### src/rtl/alarm_trigger.sv
// Alarm source: counts consecutive wrong codes, raises the alarm level for a
// fixed time, then holds a silent lockout before accepting entries again.
module alarm_trigger #(
    parameter int MAX_FAILS   = 3,
    parameter int ALARM_TICKS = 800000,
    parameter int LOCK_TICKS  = 1600000
) (
    input  logic       clk,
    input  logic       rst,
    input  logic       check_valid,
    input  logic       check_ok,
    input  logic       admin_clear,
    output logic       alarm,
    output logic       unlock,
    output logic       lockout,
    output logic [3:0] fail_cnt
);

    typedef enum logic [1:0] {
        ST_IDLE    = 2'd0,
        ST_ALARM   = 2'd1,
        ST_LOCKOUT = 2'd2
    } state_t;

    localparam logic [4:0]  MAX_FAILS_C = 5'(MAX_FAILS);
    localparam logic [3:0]  FAIL_SAT_C  = 4'(MAX_FAILS);
    localparam logic [23:0] ALARM_LOAD  = 24'(ALARM_TICKS - 1);
    localparam logic [23:0] LOCK_LOAD   = 24'(LOCK_TICKS - 1);

    state_t      state_r;
    state_t      state_s;
    logic [23:0] timer_r;
    logic [23:0] timer_s;
    logic [3:0]  fail_cnt_r;
    logic [3:0]  fail_cnt_s;
    logic [4:0]  fail_inc_s;
    logic        alarm_r;
    logic        alarm_s;
    logic        unlock_r;
    logic        unlock_s;
    logic        lockout_r;
    logic        lockout_s;

    // State, timer, counter and all outputs are registered here.
    always_ff @(posedge clk or posedge rst) begin
        if (rst) begin
            state_r    <= ST_IDLE;
            timer_r    <= 24'd0;
            fail_cnt_r <= 4'd0;
            alarm_r    <= 1'b0;
            unlock_r   <= 1'b0;
            lockout_r  <= 1'b0;
        end else begin
            state_r    <= state_s;
            timer_r    <= timer_s;
            fail_cnt_r <= fail_cnt_s;
            alarm_r    <= alarm_s;
            unlock_r   <= unlock_s;
            lockout_r  <= lockout_s;
        end
    end

    assign fail_inc_s = {1'b0, fail_cnt_r} + 5'd1;

    // Next-state, timer and fail-counter logic; admin_clear overrides everything.
    always_comb begin
        state_s    = state_r;
        timer_s    = timer_r;
        fail_cnt_s = fail_cnt_r;
        if (admin_clear) begin
            state_s    = ST_IDLE;
            timer_s    = 24'd0;
            fail_cnt_s = 4'd0;
        end else begin
            case (state_r)
                ST_IDLE: begin
                    if (check_valid && check_ok) begin
                        fail_cnt_s = 4'd0;
                    end else if (check_valid) begin
                        if (fail_inc_s < MAX_FAILS_C) begin
                            fail_cnt_s = fail_inc_s[3:0];
                        end else begin
                            fail_cnt_s = FAIL_SAT_C;
                            state_s    = ST_ALARM;
                            timer_s    = ALARM_LOAD;
                        end
                    end else begin
                        fail_cnt_s = fail_cnt_r;
                    end
                end
                ST_ALARM: begin
                    if (timer_r == 24'd0) begin
                        state_s = ST_LOCKOUT;
                        timer_s = LOCK_LOAD;
                    end else begin
                        timer_s = timer_r - 24'd1;
                    end
                end
                ST_LOCKOUT: begin
                    if (timer_r == 24'd0) begin
                        state_s    = ST_IDLE;
                        fail_cnt_s = 4'd0;
                    end else begin
                        timer_s = timer_r - 24'd1;
                    end
                end
                default: begin
                    // Unreachable encoding: recover to a quiet, cleared idle.
                    state_s    = ST_IDLE;
                    timer_s    = 24'd0;
                    fail_cnt_s = 4'd0;
                end
            endcase
        end
    end

    // Output values for the next cycle, derived from the upcoming state.
    always_comb begin
        alarm_s   = 1'b0;
        lockout_s = 1'b0;
        unlock_s  = 1'b0;
        case (state_s)
            ST_ALARM: begin
                alarm_s   = 1'b1;
                lockout_s = 1'b1;
            end
            ST_LOCKOUT: begin
                alarm_s   = 1'b0;
                lockout_s = 1'b1;
            end
            default: begin
                alarm_s   = 1'b0;
                lockout_s = 1'b0;
            end
        endcase
        if ((state_r == ST_IDLE) && check_valid && check_ok && !admin_clear) begin
            unlock_s = 1'b1;
        end else begin
            unlock_s = 1'b0;
        end
    end

    assign alarm    = alarm_r;
    assign unlock   = unlock_r;
    assign lockout  = lockout_r;
    assign fail_cnt = fail_cnt_r;

endmodule

### config.mk
export PLATFORM = sky130hd
export DESIGN_NAME = alarm_trigger
export DESIGN_NICKNAME = d
export VERILOG_FILES = /design/src/rtl/alarm_trigger.sv
export SDC_FILE = /design/constraint.sdc
export NUM_CORES = 1
export LEC_CHECK = 0
export BUFFER_PORTS_ARGS = -buffer_cell sky130_fd_sc_hd__clkbuf_2
export CAP_MARGIN = 20
export CELL_PAD_IN_SITES_DETAIL_PLACEMENT = 0
export CELL_PAD_IN_SITES_GLOBAL_PLACEMENT = 1
export CORE_ASPECT_RATIO = 0.6
export CORE_UTILIZATION = 46
export CTS_CLUSTER_DIAMETER = 50
export DETAILED_ROUTE_END_ITERATION = 8
export PLACE_DENSITY_LB_ADDON = 0.1
export SYNTH_ARGS = -nofsm -noshare
export SYNTH_HDL_FRONTEND = slang
export SYNTH_SLANG_ARGS = --single-unit
### constraint.sdc
create_clock -name clk -period 4.2 [get_ports clk]
set_input_delay 0.42 -clock clk [delete_from_list [all_inputs] [get_ports clk]]
set_output_delay 0.42 -clock clk [all_outputs]
set_load 0.005 [all_outputs]
==> results of run 1 <==
[per-stage QoR]
| step | total power [µW] | util, % |
|---|---|---|
| after floorplan | 457 | - |
| after global placement | 487 | 50.0 |
| after detailed placement | 490 | 50.0 |
| after CTS | 727 | 52.0 |
| after global routing | 757 | 52.0 |
| final | 720 | 52.0 |
[sequential cells by signal, summed over array words and instances (netlist names)]
signal / flops
alarm: 1
fail_cnt: 4
lockout: 1
state_r: 2
timer_r: 24
unlock: 1
[cell families after synthesis]
group / synth area share (%)
AOI/OAI and AO/OA: 25.8
xor gates and xnor gates: 1.33
adders and majority gates: 1.90
buffers and inverters: 4.24
DFF: 41.8
muxes: 1.01
and+or+nand+nor: 23.9
[power groups by stage]
stage	Combinational [µW]	Clock, µW	Sequential, µW
floorplan	99.4	0	358
global placement	124	0	364
detailed placement	125	0	364
CTS	126	243	358
global route	143	252	362
finish	126	235	359
[layer usage]
layer	up-vias	share of wire, %	track usage [%]
met3	2	7.0	5.83
met5	-	0	0
met2	68	40	33.3
li1	813	-	-
met1	782	52	36.0
met4	0	0.34	4.72
[placed cells by master (no fill, tap or decap), types with 5 or more instances in the layout]
| master | n |
|---|---|
| clkbuf_2 | 11 |
| nor4_1 | 5 |
| clkbuf_8 | 5 |
| nor2_1 | 17 |
| inv_1 | 8 |
| dfrtp_1 | 33 |
| nor3_1 | 6 |
| or3_1 | 8 |
| and2_1 | 5 |
| o21ai_0 | 6 |
| nand2b_1 | 7 |
| a311oi_1 | 7 |
| a21o_1 | 6 |
| or4_1 | 7 |
| a21oi_1 | 15 |
| nand2_1 | 20 |
[critical path: stages, from the launching register on]
cell and delay, ns:
dfrtp_1 0.42, inv_1 0.10, ha_1 0.22, or4b_4 0.52
or4_1 0.58, or3_4 0.49, a211oi_4 0.60, nor4_1 0.12
o21a_1 0.19
[layout make-up]
cell class	count	area share (%)
tap	60	3.50
sequential	33	38.6
timing repair buffer	12	2.92
clock inverter	2	0.467
inverter	8	1.40
clock buffer	6	3.39
multi-input combinational	163	49.8
[final timing paths]
| path | from | end |
|---|---|---|
| max | timer_r[1] | timer_r[9] |
| min | rst | timer_r[17] |
| max reg2reg | timer_r[1] | timer_r[9] |
| min reg2reg | timer_r[18] | timer_r[18] |
| max in group asynchronous | rst | fail_cnt[0] |
| min in group clk | check_valid | unlock |
==> run summary, run 1 <==
status = completed
Vias = 1,665
FFs w/ async S/R, synth = 100%
post-route minimum period = 3.35 ns
CP arrival = 3.52 ns
Yosys warning count = 0
Netlist Area Pre-Place = 1980 µm²
sw frac = 30.7%
final period utilization = 79.7%
Final Hold Viols = 0
Lkg Pwr = 0.000935 µW
Worst Path Required = 4.38 ns
total global routing track utilization = 23.7%
Netlist cell types = 47
Synth Instances = 214
RSZ-0062 raised after global routing = no
DRC = 0
Placed Area = 2060 µm²
Clk pin slew, worst setup/hold paths = 0.08 ns
Initial Utilization = 47.9%
CTS Sinks = 33
largest net degree at the start of global routing = 34
Top FF cell, synth = dfrtp_1
Setup violations, final = 0
gpl congestion = 0.828
Storage cell area = 826 µm²
Pre-antenna DRT Iters = 4
area delta synth->final = 8.42%
initial antenna violation count = 0
hpwl dp = 3310 µm
Hold Crit Class = input port to asynchronous set/reset pin
vias in the first global route = 1,557
final setup TNS = 0 ns
flops & latches, synth = 33
clock share of power = 32.7%
Crit Path Class = flop to flop
startpoint types = flop
Max rail drop VDD = 0.167 mV
combinational share of power = 17.5%
share of cells above drive strength 1 = 12.1%
Multi-input gate area = 1070 µm²
num rows = 18
clk_lat worst skew = 0.29 ns
postcts setup bufs = 0
Core Area = 4120 µm²
Power Internal = 499 µW
first-pass GRT wire length = 7980 µm
Vias/cell = 5.86
grt ovf = 0
switching pwr = 221 µW
Synth Net Count = 222
Non-Filler Instances = 284
clock buffer depth = 2
top post-synthesis cells by area = dfrtp_1 42%, a21oi_1 3.8%, nand2_1 3.8%, nor2_1 3.2%, a311oi_1 3.1%
Worst setup EP type = flop
diode count = 0
DIE AREA = 4570 µm²
TritonCTS clock tree = done
chip height = 52.8 µm
clk_skew = 0.0113 ns
PnR worst setup slack = 0.852 ns
top-count cell post-synth = dfrtp_1
highest clock rate = 299 MHz
max_cap viols = 0
pre-CTS setup slack = 0.861 ns
I/O pins = 12
Iter 0 DRT Violations = 182
most common library cells after synthesis = 33 x dfrtp_1, 20 x nand2_1, 17 x nor2_1, 15 x a21oi_1
Slew Viols, Final = 0
clk root buf = clkbuf_8
hold_ws = 0.199 ns
Slew headroom = 57.5%
dpl cells = 276
crit-path max FO = 15
fin nets = 231
top cell type's share of synthesized area = 41.8%
P per Cell Area = 336 nW/µm²
die width = 86.6 µm
Total Wirelength = 4660 µm
worst reg2reg path depth = 8
sequential element share of the synthesized area = 41.8%
Fillers = 381
CTS H-tree lvls = 2
drt wl/cell = 16.4 µm
Port-buffer cells = 11
EDFF count, synth = 0
number of routed nets with antenna violations = 0
# hold bufs at CTS = 0
Yosys top cell by area = dfrtp_1
post-route cell area = 2140 µm²
Tightest Pin Transition = 0.637 ns
Avg Cell Area, Syn = 9.23 µm²
reg2reg setup slack = 0.85 ns
total CTS buffers = 5
Seq pwr share = 49.9%
post-CTS sizing = 0
No activity file was read; power rests on OpenSTA's default activity.
==> run 2: changes to the inputs <==
- CORE_UTILIZATION: 46 -> 42
- clock period: 4.2 -> 2.9 ns (I/O delays scaled with it)
==> run summary, run 2 (synthesized netlist as in run 1, its figures left out) <==
Most flops, register = timer_r
CTS Sinks = 33
number of routed nets with antenna violations = 0
num rows = 18
DRC = 0
pre-CTS setup slack = 0.0278 ns
Vias/cell = 5.94
DIE AREA = 4990 µm²
vias in the first global route = 1,618
Vias = 1,751
commonest non-fill, non-tap cell in the layout = dfrtp_1
Pre-antenna DRT Iters = 4
Slew Viols, Final = 0
TritonCTS clock tree = done
Initial Utilization = 45.9%
I/O pins = 12
CP arrival = 2.96 ns
Core Area = 4300 µm²
Clk pin slew, worst setup/hold paths = 0.07 ns
Worst setup EP type = flop
Slew headroom = 50.3%
status = completed
max reg flops = 24
Lkg Pwr = 0.00101 µW
post-route minimum period = 2.81 ns
final setup TNS = 0 ns
fin nets = 242
combinational share of power = 19.7%
die width = 90.5 µm
R2R Path Start = timer_r[0]
switching pwr = 329 µW
first-pass GRT wire length = 7980 µm
clk_lat worst skew = 0.28 ns
Seq pwr share = 46.0%
Power Internal = 790 µW
share of cells above drive strength 1 = 18.7%
Fillers = 417
total global routing track utilization = 21.5%
highest clock rate = 356 MHz
total power = 1120 µW
total CTS buffers = 5
# hold bufs at CTS = 0
crit-path max FO = 8
Total Wirelength = 5100 µm
most frequent cells in the layout = 33 x dfrtp_1, 20 x nand2_1, 17 x nor2_1, 15 x a21oi_1, 11 x clkbuf_2
initial antenna violation count = 0
Placed Area = 2150 µm²
max_cap viols = 0
drt wl/cell = 17.3 µm
post-route cell area = 2300 µm²
gpl congestion = 0.875
chip height = 55.1 µm
final period utilization = 96.8%
Storage cell area = 826 µm²
Crit Reg-Reg Endpoint = timer_r[10]
reg2reg setup slack = 0.09 ns
RSZ-0062 raised after global routing = no
sw frac = 29.4%
startpoint types = flop
grt ovf = 0
CTS H-tree lvls = 2
clock share of power = 34.2%
Setup violations, final = 0
worst reg2reg path depth = 8
Hold Crit Class = input port to asynchronous set/reset pin
clk root buf = clkbuf_8
Max rail drop VDD = 0.266 mV
largest net degree at the start of global routing = 18
Iter 0 DRT Violations = 88
Port-buffer cells = 11
Worst Path Required = 3.06 ns
Multi-input gate area = 1120 µm²
PnR worst setup slack = 0.0942 ns
clk_skew = 0.00726 ns
diode count = 0
Crit Path Class = flop to flop
Tightest Pin Transition = 0.745 ns
area delta synth->final = 16.3%
P per Cell Area = 487 nW/µm²
clock buffer depth = 2
hpwl dp = 3480 µm
Final Hold Viols = 0
-- run 2: area by class of cell --
cell class	count	area share, %
Inverter	8	1.31
Timing Repair Buffer	22	6.53
Clock buffer	7	4.19
Tap cell	60	3.27
Multi-Input combinational cell	164	48.6
Sequential cell	33	35.9
Clock inverter	1	0.218
-- run 2: worst max-delay path by stage --
stage	end	from	depth (start not counted)
floorplan	timer_r[6]	timer_r[0]	10
global placement	timer_r[3]	timer_r[1]	8
detailed placement	timer_r[6]	timer_r[1]	8
CTS	timer_r[19]	timer_r[1]	8
global route	timer_r[6]	timer_r[0]	8
finish	timer_r[10]	timer_r[0]	8
-- run 2: metrics by stage --
stage | std cells | hold WS (ns) | utilization, %
after floorplan | 214 | 0.419 | -
after global routing | 295 | 0.128 | 53.4
after detailed placement | 285 | 0.396 | 50.0
after CTS | 293 | 0.0892 | 52.4
final | 295 | 0.0697 | 53.4
after global placement | 285 | 0.374 | 50.0
-- run 2: power by group through the flow --
| stage | registers, µW | clock network [µW] | logic [µW] |
|---|---|---|---|
| after detailed placement | 522 | 0 | 208 |
| after floorplan | 518 | 0 | 147 |
| final | 515 | 383 | 221 |
| after global routing | 519 | 415 | 245 |
| after CTS | 514 | 393 | 210 |
| after global placement | 521 | 0 | 204 |
-- run 2: metal layers --
layer	up-vias	global-route usage, %	wire length [µm]
met3	5	5.87	266
met2	39	32.2	2190
met5	-	0	0
li1	840	-	-
met4	0	6.72	31
met1	867	30.3	2610
-- run 2: what timing repair did --
action / CTS / global route
gates cloned: 0 / 1
pin swaps: 0 / 2
setup endpoints to repair: 2 / 21
buffers inserted: 0 / 1
gates resized for setup: 1 / 4
-- run 2: critical path, cell delays in order, from the launching register on --
cell	delay, ns
dfrtp_1	0.38
inv_1	0.10
ha_4	0.16
or4b_4	0.47
or4_4	0.50
or3_4	0.42
a211o_2	0.44
a21oi_1	0.15
a311oi_1	0.07
